==> config.mk <==
export PLATFORM = sky130hd
export DESIGN_NAME = mac2fifod_flat
export DESIGN_NICKNAME = d
export VERILOG_FILES = /design/src/rtl/mac2fifod_if.sv /design/src/rtl/mac2fifod.sv /design/src/flat_wrapper.sv
export SDC_FILE = /design/constraint.sdc
export NUM_CORES = 1
export LEC_CHECK = 0
export ABC_AREA = 0
export BUFFER_PORTS_ARGS = -buffer_cell sky130_fd_sc_hd__buf_2
export CAP_MARGIN = 20
export CORE_ASPECT_RATIO = 0.75
export CORE_MARGIN = 2
export CORE_UTILIZATION = 30
export CTS_CLUSTER_SIZE = 28
export DETAILED_ROUTE_END_ITERATION = 6
export GPL_ROUTABILITY_DRIVEN = 0
export HOLD_SLACK_MARGIN = 0.12
export RECOVER_POWER = 25
export SLEW_MARGIN = 20
export SYNTH_ARGS = -nofsm -noshare
export SYNTH_HDL_FRONTEND = slang
export SYNTH_SLANG_ARGS = --single-unit
==> constraint.sdc <==
create_clock -name clk -period 4 [get_ports clk]
set_clock_uncertainty 0.05 [all_clocks]
set_input_delay 1 -clock clk [delete_from_list [all_inputs] [get_ports clk]]
set_output_delay 1 -clock clk [all_outputs]
set_load 0.01 [all_outputs]
==> src/rtl/mac2fifod_if.sv <==
// Handshake/bus bundle between the MAC receive side, the receive RAM and the receive FIFO.
// The master modport is the copy engine; slave is the surrounding MAC/RAM/FIFO.
interface mac2fifod_if #(
   parameter int unsigned ADDR_W = 11
);
   logic              fs_udp_rx;
   logic [15:0]       udp_rx_len;
   logic [ADDR_W-1:0] udp_rx_addr;
   logic [7:0]        udp_rxd;
   logic              fd_udp_rx;
   logic              fifo_full;
   logic              fifo_txen;
   logic [7:0]        fifo_txd;
   logic              err;
   logic [3:0]        state_mac2fifod;

   modport master (
      input  fs_udp_rx, udp_rx_len, udp_rxd, fifo_full,
      output udp_rx_addr, fd_udp_rx, fifo_txen, fifo_txd, err, state_mac2fifod
   );

   modport slave (
      output fs_udp_rx, udp_rx_len, udp_rxd, fifo_full,
      input  udp_rx_addr, fd_udp_rx, fifo_txen, fifo_txd, err, state_mac2fifod
   );
endinterface

==> src/rtl/mac2fifod.sv <==
// Copies a received UDP payload from the MAC receive RAM into the receive FIFO,
// with a 2-entry skid buffer so a full FIFO stalls the copy without losing bytes.
module mac2fifod #(
   parameter int unsigned ADDR_W  = 11,
   parameter int unsigned MAX_LEN = 2048
) (
   input logic         clk,
   input logic         rst,
   mac2fifod_if.master bus
);
   localparam int unsigned          CNT_W   = $clog2(MAX_LEN + 1);
   localparam logic [CNT_W-1:0]     ONE     = CNT_W'(1);
   localparam logic [CNT_W-1:0]     MAX_C   = CNT_W'(MAX_LEN);
   localparam logic [15:0]          MAX_16  = 16'(MAX_LEN);

   typedef enum logic [3:0] {
      IDLE = 4'd1,
      LOAD = 4'd2,
      COPY = 4'd3,
      DONE = 4'd4,
      WAIT = 4'd5
   } state_t;

   state_t           state;
   logic [CNT_W-1:0] len;
   logic [CNT_W-1:0] rd_cnt;
   logic [CNT_W-1:0] wr_cnt;
   logic             rd_pend;
   logic [1:0]       buf_cnt;
   logic [7:0]       buf_q [2];
   logic             pop;
   logic             rd_go;
   logic [2:0]       occ;

   // Occupancy counts the byte still coming back from RAM, so the buffer never overflows.
   always_comb begin
      pop   = (buf_cnt != 2'd0) && !bus.fifo_full;
      occ   = 3'(buf_cnt) + 3'(rd_pend) - 3'(pop);
      rd_go = (state == COPY) && (rd_cnt < len) && (occ < 3'd2);
   end

   assign bus.fifo_txen       = pop;
   assign bus.fifo_txd        = buf_q[0];
   assign bus.state_mac2fifod = state;

   always_ff @(posedge clk) begin
      if (!rst) begin
         state           <= IDLE;
         len             <= '0;
         rd_cnt          <= '0;
         wr_cnt          <= '0;
         rd_pend         <= 1'b0;
         buf_cnt         <= '0;
         buf_q[0]        <= '0;
         buf_q[1]        <= '0;
         bus.udp_rx_addr <= '0;
         bus.fd_udp_rx   <= 1'b0;
         bus.err         <= 1'b0;
      end else begin
         bus.fd_udp_rx <= 1'b0;
         rd_pend       <= rd_go;

         if (rd_go) begin
            bus.udp_rx_addr <= rd_cnt[ADDR_W-1:0];
            rd_cnt          <= rd_cnt + ONE;
         end

         if (pop) begin
            wr_cnt <= wr_cnt + ONE;
         end

         // Head is always buf_q[0]; a pop shifts entry 1 down, a capture fills the next free slot.
         case ({rd_pend, pop})
            2'b10: begin
               buf_q[buf_cnt[0]] <= bus.udp_rxd;
               buf_cnt           <= buf_cnt + 2'd1;
            end
            2'b01: begin
               buf_q[0] <= buf_q[1];
               buf_cnt  <= buf_cnt - 2'd1;
            end
            2'b11: begin
               if (buf_cnt == 2'd1) begin
                  buf_q[0] <= bus.udp_rxd;
               end else begin
                  buf_q[0] <= buf_q[1];
                  buf_q[1] <= bus.udp_rxd;
               end
            end
            default: ;
         endcase

         case (state)
            IDLE: begin
               if (bus.fs_udp_rx) state <= LOAD;
            end
            LOAD: begin
               len    <= (bus.udp_rx_len > MAX_16) ? MAX_C : bus.udp_rx_len[CNT_W-1:0];
               rd_cnt <= '0;
               wr_cnt <= '0;
               if (bus.udp_rx_len > MAX_16) bus.err <= 1'b1;
               if (bus.udp_rx_len == 16'd0) begin
                  state         <= DONE;
                  bus.fd_udp_rx <= 1'b1;
               end else begin
                  state <= COPY;
               end
            end
            COPY: begin
               if (pop && ((wr_cnt + ONE) == len)) begin
                  state         <= DONE;
                  bus.fd_udp_rx <= 1'b1;
               end
            end
            DONE: begin
               state <= WAIT;
            end
            WAIT: begin
               if (!bus.fs_udp_rx) state <= IDLE;
            end
            default: state <= IDLE;
         endcase
      end
   end
endmodule

==> src/flat_wrapper.sv <==
// flat-port wrapper written by rule: the top's interface ports become plain ports
module mac2fifod_flat 
#(
   parameter int unsigned ADDR_W  = 11,
   parameter int unsigned MAX_LEN = 2048
)
  (clk, rst, bus_fs_udp_rx, bus_udp_rx_len, bus_udp_rxd, bus_fifo_full, bus_udp_rx_addr, bus_fd_udp_rx, bus_fifo_txen, bus_fifo_txd, bus_err, bus_state_mac2fifod);
  mac2fifod_if #(.ADDR_W(ADDR_W)) bus_i ();
  input logic clk;
  input logic rst;
  input wire logic [$bits(bus_i.fs_udp_rx)-1:0] bus_fs_udp_rx;
  input wire logic [$bits(bus_i.udp_rx_len)-1:0] bus_udp_rx_len;
  input wire logic [$bits(bus_i.udp_rxd)-1:0] bus_udp_rxd;
  input wire logic [$bits(bus_i.fifo_full)-1:0] bus_fifo_full;
  output wire logic [$bits(bus_i.udp_rx_addr)-1:0] bus_udp_rx_addr;
  output wire logic [$bits(bus_i.fd_udp_rx)-1:0] bus_fd_udp_rx;
  output wire logic [$bits(bus_i.fifo_txen)-1:0] bus_fifo_txen;
  output wire logic [$bits(bus_i.fifo_txd)-1:0] bus_fifo_txd;
  output wire logic [$bits(bus_i.err)-1:0] bus_err;
  output wire logic [$bits(bus_i.state_mac2fifod)-1:0] bus_state_mac2fifod;
  assign bus_i.fs_udp_rx = bus_fs_udp_rx;
  assign bus_i.udp_rx_len = bus_udp_rx_len;
  assign bus_i.udp_rxd = bus_udp_rxd;
  assign bus_i.fifo_full = bus_fifo_full;
  assign bus_udp_rx_addr = bus_i.udp_rx_addr;
  assign bus_fd_udp_rx = bus_i.fd_udp_rx;
  assign bus_fifo_txen = bus_i.fifo_txen;
  assign bus_fifo_txd = bus_i.fifo_txd;
  assign bus_err = bus_i.err;
  assign bus_state_mac2fifod = bus_i.state_mac2fifod;
  mac2fifod #(.ADDR_W(ADDR_W), .MAX_LEN(MAX_LEN)) u_core (.clk(clk), .rst(rst), .bus(bus_i));
endmodule
# Yosys cells after proc, flatten, opt, wreduce, memory -nomap -nowiden
# Memories as Yosys holds them, arrays and structs flattened.
# Index checks and enable logic that the tools add are counted.
[totals]
reg_bits = 56
ram_bits = 16
inputBits = 28
out_inout_bits = 26
mem_count = 1
[op_classes]
add_sub_neg = 6
magnitude_cmp = 3
n_eq_ne = 13
muxes = 32
bitwise_logic = 5
n_reduce_logical = 12
[mem_list]
columns = ["memory", "words", "width", "rd", "rd_ports_with_merged_regs", "wr", "line_no", "rtl"]
rows = [
  ["u_core.buf_q", 2, 8, 2, 0, 2, "mac2fifod.sv:30", "logic [7:0] buf_q [2];"],
]
[op_table]
columns = ["operator", "count"]
rows = [
  ["2-to-1 mux 8 bit", 5],
  ["adder 12 x 1 -> 12 bit, second input constant", 2],
  ["case mux 4 bit (5 select lines)", 1],
  ["2-to-1 mux 1 bit", 19],
  ["greater-than comparator 16 x 12 -> 1 bit, second input constant", 1],
  ["logical NOT 16 bit", 1],
  ["equality test 12 bit", 1],
  ["less-than comparator 12 bit", 1],
  ["2-to-1 mux 12 bit", 1],
  ["2-to-1 mux 4 bit", 3],
  ["equality test 4 x 2 -> 1 bit, second input constant", 2],
  ["equality test 4 x 3 -> 1 bit, second input constant", 2],
  ["OR reduction 8 bit", 1],
  ["!= test 2 bit, second input constant", 3],
  ["equality test 2 x 1 -> 1 bit, second input constant", 2],
  ["equality test 2 bit, second input constant", 2],
  ["equality test 4 x 1 -> 1 bit, second input constant", 1],
  ["logical AND 1 bit", 4],
  ["bitwise OR 1 bit", 4],
  ["case mux 2 bit (2 select lines)", 1],
  ["nonzero test 2 bit", 2],
  ["adder 2 x 1 -> 3 bit", 1],
  ["less-than comparator 3 x 2 -> 1 bit, second input constant", 1],
  ["2-to-1 mux 3 bit", 1],
  ["9 further kinds", 9],
]

# Depth between registers and ports, before layout
[depth]
ltp_word = 10
depth_mapped = 13
mapped_depth_nobuf = 12

# Worst setup path before layout
# No wires, ideal clock.
[synth_timing]
path_kind = "input to register"
start = "in bus_fifo_full"
end = "reg u_core.rd_cnt[3]"
arrival_ps = 3444
setup_slack_ps = 432
stages = 9
n_path_buf = 1
path_cell_list = "nor2_1 -> ha_1 -> nor2_1 -> fa_1 -> nor4_2 -> buf_2 -> nand4_1 -> a2111o_1 -> o21ai_0"
[synth_between]
elab_chain_cells = 5
[synth_rtl]
columns = ["item", "line_no", "rtl"]
rows = [
  ["start, declared", "flat_wrapper.sv:14", "input wire logic [$bits(bus_i.fifo_full)-1:0] bus_fifo_full;"],
  ["logical NOT 1 bit", "mac2fifod.sv:37", "pop = (buf_cnt != 2'd0) && !bus.fifo_full;"],
  ["logical AND 1 bit", "mac2fifod.sv:37", ""],
  ["subtractor 3 x 1 -> 3 bit", "mac2fifod.sv:38", "occ = 3'(buf_cnt) + 3'(rd_pend) - 3'(pop);"],
  ["less-than comparator 3 x 2 -> 1 bit", "mac2fifod.sv:39", "rd_go = (state == COPY) && (rd_cnt < len) && (occ < 3'd2);"],
  ["logical AND 1 bit", "mac2fifod.sv:39", ""],
  ["end signal, assigned", "mac2fifod.sv:65", "rd_cnt <= rd_cnt + ONE;"],
  ["end, declared", "mac2fifod.sv:26", "logic [CNT_W-1:0] rd_cnt;"],
]
# No other way between the ends.
# A chain may end at the register's enable or synchronous reset.

# Worst setup path in the final report
[layout_timing]
start = "in bus_fifo_full"
end = "reg u_core.bus.udp_rx_addr[1]"
[layout_between]
elab_chain_cells = 5
[layout_rtl]
columns = ["item", "line_no", "rtl"]
rows = [
  ["logical NOT 1 bit", "mac2fifod.sv:37", ""],
  ["logical AND 1 bit", "mac2fifod.sv:37", ""],
  ["subtractor 3 x 1 -> 3 bit", "mac2fifod.sv:38", ""],
  ["less-than comparator 3 x 2 -> 1 bit", "mac2fifod.sv:39", ""],
  ["logical AND 1 bit", "mac2fifod.sv:39", ""],
  ["end signal, assigned", "mac2fifod.sv:64", "bus.udp_rx_addr <= rd_cnt[ADDR_W-1:0];"],
  ["end, declared", "mac2fifod_if.sv:19", "output udp_rx_addr, fd_udp_rx, fifo_txen, fifo_txd, err, state_mac2fifod"],
]
# No other way between the ends.

==> flow_metrics.py <==
metrics = {
    "placement": {
        "dpl.hpwl_mm": 6.91,
        "dpl_cell_area_um2": 4280,
        "numPortBuffers": 52,
    },
    "routing": {
        "drtIter0Drc": 147,
        "antenna_left": 0,
        "via_count": 3249,
        "wl_per_cell_um": 14.0,
        "post-route-drc-count": 0,
        "dr.pass1.iters": 4,
        "routed_wl_mm": 9.20,
        "via_per_inst": 4.95,
    },
    "timing": {
        "setup_viol": 0,
        "slew_headroom_pct": 11.0,
        "period_share_pct": 79.4,
        "tightest_slew_ns": 1.33,
        "final-hold-violation-count": 0,
        "fmax_mhz": 315,
        "rsz0062_at_grt": "no",
        "maxSlewViolCount": 0,
        "min_period_ns": 3.18,
        "fin_tns_setup_ns": 0,
    },
    "power_and_ir_drop": {
        "leakage_uw": 0.00165,
        "p_per_area_nw_per_um2": 373,
        "ir_drop_mv": 0.206,
        "power.total_uw": 1710,
    },
    "floorplanning": {
        "die_y_um": 102,
        "start_util_pct": 31.2,
        "num_rows": 35,
        "die_width_um": 135,
        "core_um2": 12400,
        "die_area_um2": 13900,
        "io-pin-count": 54,
    },
    "setup_path": {
        "max_stage_delay_ns": 0.52,
        "path_class": "primary input to flop",
        "cpLargestDelayFamily": "adder cells",
        "path_depth": 9,
        "path_max_fanout": 14,
        "worst_ep_required_time_ns": 4.21,
        "r2r_cells": 10,
        "cp-start-kind": "primary input",
        "cpMaxStageDelayCell": "a21boi_4",
        "crit_chain": "buf_2, nor2_1, ha_1, nor2_1, fa_1, nor4_2, buf_4, a21boi_4, mux2i_1",
        "crit_arrival_ns": 3.39,
        "crit_top_cell": "nor2_1",
        "end_kind": "flop",
        "worst-path-buf-inv": 2,
    },
    "layout": {
        "fill_cells": 1264,
        "syn_to_final_growth_pct": 18.1,
        "n_antenna_cell": 0,
        "final_cell_area_um2": 4580,
        "regArea_um2": 1580,
        "multi_input_area_um2": 2120,
        "drive_above_1_share_pct": 13.5,
        "nets": 532,
    },
    "logic_synthesis": {
        "synth_enable_flop_cells": 16,
        "yosys_warnings": 0,
        "yosysTopAreaCell": "dfxtp_1",
        "ys_types": 60,
        "synth.most_common_cell": "nand2_1",
        "ys_top_cells_by_count": "nand2_1, dfxtp_1, o21ai_0, a21oi_1, nor2_1",
        "ys_ff_latch": 71,
        "syn_inst": 436,
        "syn_avg_cell_area_um2": 8.89,
        "synth_seq_area_share_pct": 40.8,
        "synth_ff_type": "dfxtp_1",
        "synth.cell_area_um2": 3870,
        "synth_fp_nets": 483,
        "yosys.area.top_type_share_pct": 28.4,
        "ys_top_cells_by_area": "dfxtp_1, edfxtp_1, nand2_1, ha_1, o21ai_0",
        "async_reset_ff_share_pct": 0,
    },
    "min_path": {
        "min_path_cells": 2,
        "holdCritPathClass": "flop to flop",
    },
    "clock_network": {
        "cts_num_sinks": 71,
        "cts.clk_slew.worst_paths_ns": 0.06,
        "ctsResizeCount": 0,
        "hold_buffers": 0,
        "clk_latency_ns": 0.34,
        "cts_max_level": 3,
        "post_cts_buffers": 0,
        "cts_buffers": 9,
        "cts_buffer_depth": 2,
        "root_buffer": "clkbuf_16",
        "cts_tree": "built",
    },
    "grt": {
        "grt_pass1_wl_mm": 15.1,
        "grt_util_all_layers_pct": 14.0,
        "grt.overflow.total": 0,
        "grt_pass1_vias": 3098,
        "antenna_found_initial": 0,
        "grt_start_max_net_pins": 30,
    },
    "flow_run": {
        "cap_viol_max_count": 0,
    },
    "status": {
        "status": "finished clean",
    },
}
[final cells by class]
class / count / share of cell area (%)
multi-input cells: 327 / 46.4
flip-flops and latches: 71 / 34.6
repair buffers: 57 / 5.93
clock buffers: 9 / 4.92
well taps: 166 / 4.54
clock inverters: 7 / 2.05
inverters: 19 / 1.56
[power by group]
| part | leakage, µW | switching, µW | internal, µW | total, µW |
|---|---|---|---|---|
| Combinational | 0.000886 | 62.6 | 36.3 | 98.9 |
| Sequential | 0.000609 | 8.94 | 745 | 753 |
| Clock | 0.000154 | 308 | 546 | 854 |
| Total | 0.00165 | 379 | 1330 | 1710 |
[worst reg2reg max path, delay by kind of cell (launching register included)]
kind                       cells  cell delay, ns
buffers and inverters          2            0.32
AOI/OAI and AO/OA              1            0.53
adders and majority gates      3            0.95
and+or+nand+nor                3            0.58
muxes                          1            0.26
DFF                            1            0.37
[kinds of logic after synthesis]
group,Yosys count,share of synthesized area [%]
buf+inv,38,4.36
simple gates,171,22.6
xor+xnor,22,4.97
flops,71,40.8
mux,16,4.13
compound gates,98,16.7
fa+ha+maj,19,6.33
other cells,1,0.0968
[metal layers]
metal	share of wire [%]	wire, µm	vias up	track usage (%)
met5	0	0	-	0
met4	1.3	120	0	4.41
met3	6.5	596	14	4.41
met2	41	3790	89	20.6
met1	51	4690	1505	19.7
li1	-	-	1641	-
[final timing paths]
check                                         startpoint                                     end  slack (ns)
setup / recovery                           bus_fifo_full  u_core.bus.udp_rx_addr[1]$_SDFFE_PN0P_        0.82
hold / removal    u_core.bus.udp_rx_addr[8]$_SDFFE_PN0P_  u_core.bus.udp_rx_addr[8]$_SDFFE_PN0P_        0.41
setup reg to reg          u_core.buf_cnt[1]$_SDFFE_PN0N_  u_core.bus.udp_rx_addr[1]$_SDFFE_PN0P_        0.87
hold reg to reg   u_core.bus.udp_rx_addr[8]$_SDFFE_PN0P_  u_core.bus.udp_rx_addr[8]$_SDFFE_PN0P_        0.41
[cells in the final DEF (no fill, tap or decap), types with 9 or more instances in the layout]
cell type	count
buf_2	34
nor2_1	26
o21ai_0	37
ha_1	18
mux2i_1	16
a21oi_1	29
nand2_1	70
clkbuf_16	9
edfxtp_1	16
xnor2_1	10
and2_1	12
dfxtp_1	55
xor2_1	12
inv_1	19
clkbuf_1	19
nand3_1	9
nand4_1	9
[metrics by stage]
| step | hold WS (ns) | setup WS (ns) | utilization, % | instances |
|---|---|---|---|---|
| after floorplan | 0.403 | 0.432 | - | 436 |
| after global routing | 0.433 | 0.601 | 36.8 | 656 |
| after CTS | 0.408 | 0.813 | 37.0 | 656 |
| after global placement | 0.394 | 0.551 | 34.4 | 640 |
| final | 0.407 | 0.824 | 36.8 | 656 |
| after detailed placement | 0.395 | 0.448 | 34.4 | 640 |
[sequential cells by signal, indices dropped and copies added (netlist names)]
name,count
u_core.buf_cnt,2
u_core.bus.udp_rx_addr,11
u_core.rd_cnt,12
u_core.bus.fd_udp_rx,1
u_core.rd_pend,1
u_core.bus.err,1
u_core.wr_cnt,12
u_core.buf_q,16
u_core.bus.state_mac2fifod,3
u_core.len,12
Power figures use the tool's default switching activity.
